### src/rtl/data_mem_master.sv
// data_mem_master: MEM-stage initiator for the data-memory port.
// Takes one load/store at a time over valid/ready, drives registered
// memory strobes, and returns a single-cycle response tagged with rd.
module data_mem_master #(
  parameter int MEM_WORDS = 16,
  parameter int READ_WAIT = 1
) (
  input  logic        clock_in,
  input  logic        reset,
  input  logic        req_valid,
  output logic        req_ready,
  input  logic        req_write,
  input  logic [31:0] req_addr,
  input  logic [31:0] req_wdata,
  input  logic [4:0]  req_rd,
  output logic        resp_valid,
  output logic        resp_write,
  output logic        resp_err,
  output logic [31:0] resp_data,
  output logic [4:0]  resp_rd,
  output logic        memRead,
  output logic        memWrite,
  output logic [31:0] address,
  output logic [31:0] writeData,
  input  logic [31:0] readData
);

  typedef enum logic [1:0] {IDLE, WRITE, READ, RESP} state_t;

  localparam logic [31:0] ADDR_LIMIT = 32'(MEM_WORDS);
  localparam logic [3:0]  WAIT_INIT  = 4'(READ_WAIT - 1);

  state_t      state, state_nxt;
  logic [3:0]  wait_cnt, wait_cnt_nxt;
  logic [4:0]  rd_tag, rd_tag_nxt;
  logic        req_ready_nxt, mem_read_nxt, mem_write_nxt;
  logic        resp_valid_nxt, resp_write_nxt, resp_err_nxt;
  logic [31:0] resp_data_nxt, address_nxt, write_data_nxt;
  logic [4:0]  resp_rd_nxt;

  // State register; reset returns to IDLE immediately.
  always_ff @(posedge clock_in or posedge reset) begin
    if (reset) state <= IDLE;
    else       state <= state_nxt;
  end

  // Next-state and next-output logic; every output is registered below.
  always_comb begin
    state_nxt      = state;
    wait_cnt_nxt   = wait_cnt;
    rd_tag_nxt     = rd_tag;
    req_ready_nxt  = 1'b0;
    mem_read_nxt   = 1'b0;
    mem_write_nxt  = 1'b0;
    resp_valid_nxt = 1'b0;
    resp_write_nxt = resp_write;
    resp_err_nxt   = resp_err;
    resp_data_nxt  = resp_data;
    resp_rd_nxt    = resp_rd;
    address_nxt    = address;
    write_data_nxt = writeData;
    case (state)
      IDLE: begin
        req_ready_nxt = 1'b1;
        if (req_valid) begin
          req_ready_nxt = 1'b0;
          rd_tag_nxt    = req_rd;
          if (req_addr >= ADDR_LIMIT) begin
            // Out-of-range: answer at once, leave memory lines untouched.
            state_nxt      = RESP;
            resp_valid_nxt = 1'b1;
            resp_err_nxt   = 1'b1;
            resp_write_nxt = req_write;
            resp_data_nxt  = 32'd0;
            resp_rd_nxt    = req_rd;
          end else if (req_write) begin
            state_nxt      = WRITE;
            mem_write_nxt  = 1'b1;
            address_nxt    = req_addr;
            write_data_nxt = req_wdata;
          end else begin
            state_nxt    = READ;
            mem_read_nxt = 1'b1;
            address_nxt  = req_addr;
            wait_cnt_nxt = WAIT_INIT;
          end
        end
      end
      WRITE: begin
        state_nxt      = RESP;
        resp_valid_nxt = 1'b1;
        resp_write_nxt = 1'b1;
        resp_err_nxt   = 1'b0;
        resp_data_nxt  = 32'd0;
        resp_rd_nxt    = rd_tag;
      end
      READ: begin
        if (memRead) begin
          // Strobe phase: hold memRead for READ_WAIT cycles, address stable.
          if (wait_cnt != 4'd0) begin
            mem_read_nxt = 1'b1;
            wait_cnt_nxt = wait_cnt - 4'd1;
          end
        end else begin
          // Strobe released one cycle ago; address still held, capture data.
          state_nxt      = RESP;
          resp_valid_nxt = 1'b1;
          resp_write_nxt = 1'b0;
          resp_err_nxt   = 1'b0;
          resp_data_nxt  = readData;
          resp_rd_nxt    = rd_tag;
        end
      end
      RESP: begin
        state_nxt     = IDLE;
        req_ready_nxt = 1'b1;
      end
      default: state_nxt = IDLE;
    endcase
  end

  // Output and datapath registers; all cleared by reset so outputs read 0.
  always_ff @(posedge clock_in or posedge reset) begin
    if (reset) begin
      wait_cnt   <= 4'd0;
      rd_tag     <= 5'd0;
      req_ready  <= 1'b0;
      memRead    <= 1'b0;
      memWrite   <= 1'b0;
      resp_valid <= 1'b0;
      resp_write <= 1'b0;
      resp_err   <= 1'b0;
      resp_data  <= 32'd0;
      resp_rd    <= 5'd0;
      address    <= 32'd0;
      writeData  <= 32'd0;
    end else begin
      wait_cnt   <= wait_cnt_nxt;
      rd_tag     <= rd_tag_nxt;
      req_ready  <= req_ready_nxt;
      memRead    <= mem_read_nxt;
      memWrite   <= mem_write_nxt;
      resp_valid <= resp_valid_nxt;
      resp_write <= resp_write_nxt;
      resp_err   <= resp_err_nxt;
      resp_data  <= resp_data_nxt;
      resp_rd    <= resp_rd_nxt;
      address    <= address_nxt;
      writeData  <= write_data_nxt;
    end
  end

endmodule
### config.mk
export PLATFORM = sky130hd
export DESIGN_NAME = data_mem_master
export DESIGN_NICKNAME = d
export VERILOG_FILES = /design/src/rtl/data_mem_master.sv
export SDC_FILE = /design/constraint.sdc
export NUM_CORES = 1
export LEC_CHECK = 0
export CELL_PAD_IN_SITES_DETAIL_PLACEMENT = 0
export CELL_PAD_IN_SITES_GLOBAL_PLACEMENT = 1
export CORE_UTILIZATION = 30
export CTS_CLUSTER_SIZE = 40
export DETAILED_ROUTE_END_ITERATION = 7
export GPL_TIMING_DRIVEN = 0
export PLACE_DENSITY_LB_ADDON = 0.1
export SLEW_MARGIN = 25
export SYNTH_ARGS = -nofsm -noshare
export SYNTH_HDL_FRONTEND = slang
export SYNTH_SLANG_ARGS = --single-unit
### constraint.sdc
create_clock -name clock_in -period 6.9 [get_ports clock_in]
set_input_delay 1.38 -clock clock_in [delete_from_list [all_inputs] [get_ports clock_in]]
set_output_delay 1.38 -clock clock_in [all_outputs]
set_load 0.1 [all_outputs]
**Word-level counts from Yosys, hierarchy flattened**

Cells that the tools add are included.

- Bitwise gates (word level): 1
- Add/sub/neg operators: 1
- Magnitude comparators: 1
- Equal/unequal tests: 10
- Reductions and logical operators: 10
- Muxes and demuxes: 42

Operators with widths:

| operator | count |
|---|---|
| $mux 32 | 3 |
| $pmux 32 s3 | 1 |
| $ge 32x5->1 const B | 1 |
| $mux 4 | 5 |
| $mux 1 | 18 |
| $mux 5 | 3 |
| $pmux 5 s3 | 1 |
| $ne 2x2->1 const B | 7 |
| $pmux 1 s3 | 3 |
| $mux 2 | 4 |
| $pmux 2 s4 | 1 |
| $pmux 4 s2 | 1 |
| $reduce_and 4->1 | 2 |
| $reduce_and 6->1 | 1 |
| $eq 2x2->1 const B | 2 |
| $pmux 1 s2 | 2 |
| $reduce_and 2->1 | 2 |
| $reduce_bool 4->1 | 1 |
| $sub 4x1->4 const B | 1 |
| $reduce_and 3->1 | 1 |
| $reduce_bool 3->1 | 1 |
| $eq 2x1->1 const B | 1 |
| $logic_not 2->1 | 1 |
| $reduce_bool 2->1 | 1 |
| $not 1->1 | 1 |

- Output and inout port bits: 107
- Register bits after elaboration: 118

**Longest topological paths before layout**

- Word-level depth: 4
- Mapped depth: 9
- Gate-level depth less buffers: 7

**Worst setup path after synthesis**

OpenSTA, ideal clock, no wires.

- Path type: input -> register
- Start: input port req_addr[15]
- End: register writeData[0]
- Data required time: 6772 ps
- Library setup time: 128 ps
- Data arrival time: 2721 ps
- Cell stages on the path: 6
- Path buffers: 1
- Slack: 4051 ps
- Cells stage by stage: nor4_1 nand4_1 nand4b_4 nor2_4 buf_6 mux2_1

- Longest elaborated chain between the ends: 3

RTL lines:

| item | RTL line | source |
|---|---|---|
| start: declaration | 13 | `input logic [31:0] req_addr,` |
| $ge 32x5->1 | 68 | `if (req_addr >= ADDR_LIMIT) begin` |
| $not 1->1 (no line) | n/a |  |
| $reduce_and 4->1 (no line) | n/a |  |
| end signal: assignment | 149 | `writeData <= write_data_nxt;` |
| end: declaration | 24 | `output logic [31:0] writeData,` |

No other way between the ends.
A chain may end at the register's enable or synchronous reset.

**Final worst setup path**

- Start: register resp_rd[0]
- End: output port resp_rd[0]

RTL lines:

| item | RTL line | source |
|---|---|---|
| start: declaration | 20 | `output logic [4:0] resp_rd,` |
| start signal: assignment | 147 | `resp_rd <= resp_rd_nxt;` |

No word-level cell between the ends.

==> results.sh <==
export IMPL_drc_errors=0
export IMPL_synth_most_common_cell="dfrtp_1"
export IMPL_power_switching_mw=1.728
export IMPL_fp_row_count=45
export IMPL_p_comb_frac=0.494
export IMPL_ys_async_sr_fraction=1.000
export IMPL_wirelength_met1_um=5379
export IMPL_wl_met3_um=932
export IMPL_hold_depth=1
export IMPL_reg2regPathDepth=8
export IMPL_drive_above_1_share=0.09953
export IMPL_synth_area_top_cells="dfrtp_1 (63%), mux2_1 (7.2%), nand2_1 (6.3%), o21ai_1 (4.2%), nor2b_1 (3.9%)"
export IMPL_ys_warn_count=0
export IMPL_wl_met2_um=5723
export IMPL_drt_iter0_markers=146
export IMPL_swShare=0.4870
export IMPL_clkPwrFrac=0.247
export IMPL_power_density_mw_per_mm2=463.7
export IMPL_clk_pin_slew_ps=60
export IMPL_reg2reg_slack_ps=4480
export IMPL_yosys_top_cells_count="dfrtp_1 (118), nand2_1 (78), o21ai_1 (39), mux2_1 (30), nor2b_1 (29)"
export IMPL_ir_drop_mv=0.3187
export IMPL_top_layer_used="met4"
export IMPL_synth_top_area_share=0.6307
export IMPL_die_area_mm2=0.01611
export IMPL_grt_use_total=0.1624
export IMPL_r2r_end="resp_data[1]"
export IMPL_area_growth_pct=63.44
export IMPL_ios=212
export IMPL_final_nets=731
export IMPL_antenna_found_initial=0
export IMPL_crit_path_end_kind="output port"
export IMPL_setup_viol=0
export IMPL_synth_cell_types=31
export IMPL_worst_setup_path_start_kind="flop"
export IMPL_grt_pass1_wl_um=20040
export IMPL_drv_slew=0
export IMPL_critPathKind="flop to output port"
export IMPL_synth_main_ff_cell="dfrtp_1"
export IMPL_worst_slack_ps=3576
export IMPL_finalHoldViolations=0
export IMPL_synth_area_leader_cell="dfrtp_1"
export IMPL_setup_tns_ps=0
export IMPL_routedWlPerCell_um=14.88
export IMPL_min_period_ps=3324
export IMPL_cts_sink_count=118
export IMPL_gp_congestion=0.7249
export IMPL_initial_core_util=0.3080
export IMPL_vias=3698
export IMPL_crit_path_max_fanout=2
export IMPL_coreArea_mm2=0.01520
export IMPL_p_leak_nw=3.476
export IMPL_fmax_ghz=0.3008
export IMPL_clk_path_buf_depth=2
export IMPL_syn_area_mm2=0.004682
export IMPL_max_slew_margin_rel=0.3139
export IMPL_insertion_delay_ps=410
export IMPL_cts_setup_buffers=0
export IMPL_diodes=0
export IMPL_synth_edff_count=0
export IMPL_die_w_um=126.9
export IMPL_overflow=0
export IMPL_critPathRequiredTime_ps=5520
export IMPL_syn_avg_cell_area_um2=12.04
export IMPL_dpl_hpwl_um=8809
export IMPL_cts_tree="built"
export IMPL_via_per_inst=4.504
export IMPL_p_int_mw=1.820
export IMPL_seqPwrFrac=0.259
export IMPL_slowest_delay_ps=1170
export IMPL_post_route_period_util=0.4818
export IMPL_cp_slowest_cell="clkdlybuf4s50_1"
export IMPL_cts_root_buf="clkbuf_16"
export IMPL_grt_max_degree=63
export IMPL_path_delay_family="buffers and inverters"
export IMPL_ys_ff_latch=118
export IMPL_tightest_slew_ps=1026
export IMPL_min_from="writeData[3]"
export IMPL_cp_cell_sequence="clkdlybuf4s50_1"
export IMPL_cts_buffers=17
export IMPL_drv_cap=0
export IMPL_cp_arrival_ps=1940
export IMPL_cts_resized=0
export IMPL_status="finished, final reports clean"
export IMPL_first_global_vias=3844
export IMPL_antenna_left=0
export IMPL_crit_buf_inv=1
export IMPL_ys_seq_area_frac=0.6307
export IMPL_place_ws_ps=3307
export IMPL_dr_pass1_iters=4
export IMPL_wl_um=12220
export IMPL_whs_endpoint="writeData[3]"
export IMPL_cts_hold_buf=0
export IMPL_rsz0062_at_grt="no"
export IMPL_holdWs_ps=481.7
export IMPL_netlist_instances=389
export IMPL_syn_nets=500
export IMPL_r2r_start="state[0]"
export IMPL_worst_hold_path_type="flop to flop"
export IMPL_portBuffers=211
export IMPL_h_tree_depth=4
export IMPL_die_h_um=126.9
export IMPL_skew_ps=7.653
## routing by layer
layer / vias up / global-route usage
met3: 20 / 0.06537
met4: 0 / 0.06863
li1: 1770 / -
met5: - / 0
met2: 138 / 0.2508
met1: 1770 / 0.2011
## metrics by stage
step / area (um^2) / util / instances / total power, mW
after floorplan: 4682 / - / 389 / 2.213
after global placement: 7029 / 0.4624 / 788 / 2.681
after detailed placement: 7064 / 0.4647 / 789 / 2.707
after CTS: 7652 / 0.5034 / 821 / 3.601
after global routing: 7652 / 0.5034 / 821 / 3.742
final: 7652 / 0.5034 / 821 / 3.548
## cells in the final DEF, fill, tap and decap left out, types with 4 or more instances in the layout
cell type          n
nand2_1           78
clkbuf_16         17
clkdlybuf4s50_1  211
dfrtp_1          118
clkinvlp_4         4
mux2_1            30
ha_1               6
buf_2              7
nand3_1            5
a21oi_1            4
mux2_2            11
nor2b_1           29
clkbuf_1           9
nor4_1             4
inv_1             10
mux2i_1            8
o21ai_1           39
## worst reg2reg max path, stage by stage (launching register included)
cell      delay [ps]
dfrtp_1          390
inv_1             80
ha_1             280
clkbuf_1         280
nand2b_1         190
nand4_1          120
o211ai_2         380
clkbuf_1         420
o21ai_1          140
## registers in the layout (all words and copies together), names as in the netlist
| signal | count |
|---|---|
| address | 32 |
| resp_data | 32 |
| writeData | 32 |
| rd_tag | 5 |
| resp_rd | 5 |
| wait_cnt | 4 |
| state | 2 |
| memRead | 1 |
| memWrite | 1 |
| req_ready | 1 |
| resp_err | 1 |
| resp_valid | 1 |
| resp_write | 1 |
## power groups by stage
| stage | sequential, mW | clock, mW | combinational, mW |
|---|---|---|---|
| final | 0.919 | 0.875 | 1.75 |
| after global routing | 0.935 | 0.934 | 1.87 |
| after CTS | 0.920 | 0.900 | 1.78 |
| after detailed placement | 0.929 | 0 | 1.78 |
| after global placement | 0.924 | 0 | 1.76 |
| after floorplan | 1.74 | 0 | 0.471 |
## kinds of logic after synthesis
family / after synthesis / share of synthesized area
compound gates: 53 / 0.06227
flops: 118 / 0.6307
fa+ha+maj: 6 / 0.01603
mux: 49 / 0.1157
buf+inv: 31 / 0.03233
simple gates: 132 / 0.1430
## area by class of cell
cell class,count,area [um^2]
clock buffer,18,439.2
multi-input combinational,240,1578
inverter,11,48.80
fill,1378,7550
clock inverter,14,148.9
buffer,20,110.1
tap,188,235.2
timing repair buffer,212,2140
sequential,118,2953
## how the worst max path moves through the flow
| stage | cells after the start | start | endpoint | slack, ps |
|---|---|---|---|---|
| 6_report | 1 | resp_rd[0] | resp_rd[0] | 3580 |
| 5_1_grt | 1 | memRead | memRead | 3510 |
| 4_1_cts | 1 | memRead | memRead | 3540 |
| 3_5_place_dp | 6 | req_addr[21] | resp_data[1] | 3310 |
| 3_3_place_gp | 2 | reset | resp_data[11] | 530 |
| 2_1_floorplan | 1 | reset | address[0] | 2390 |
Power figures use the tool's default switching activity.
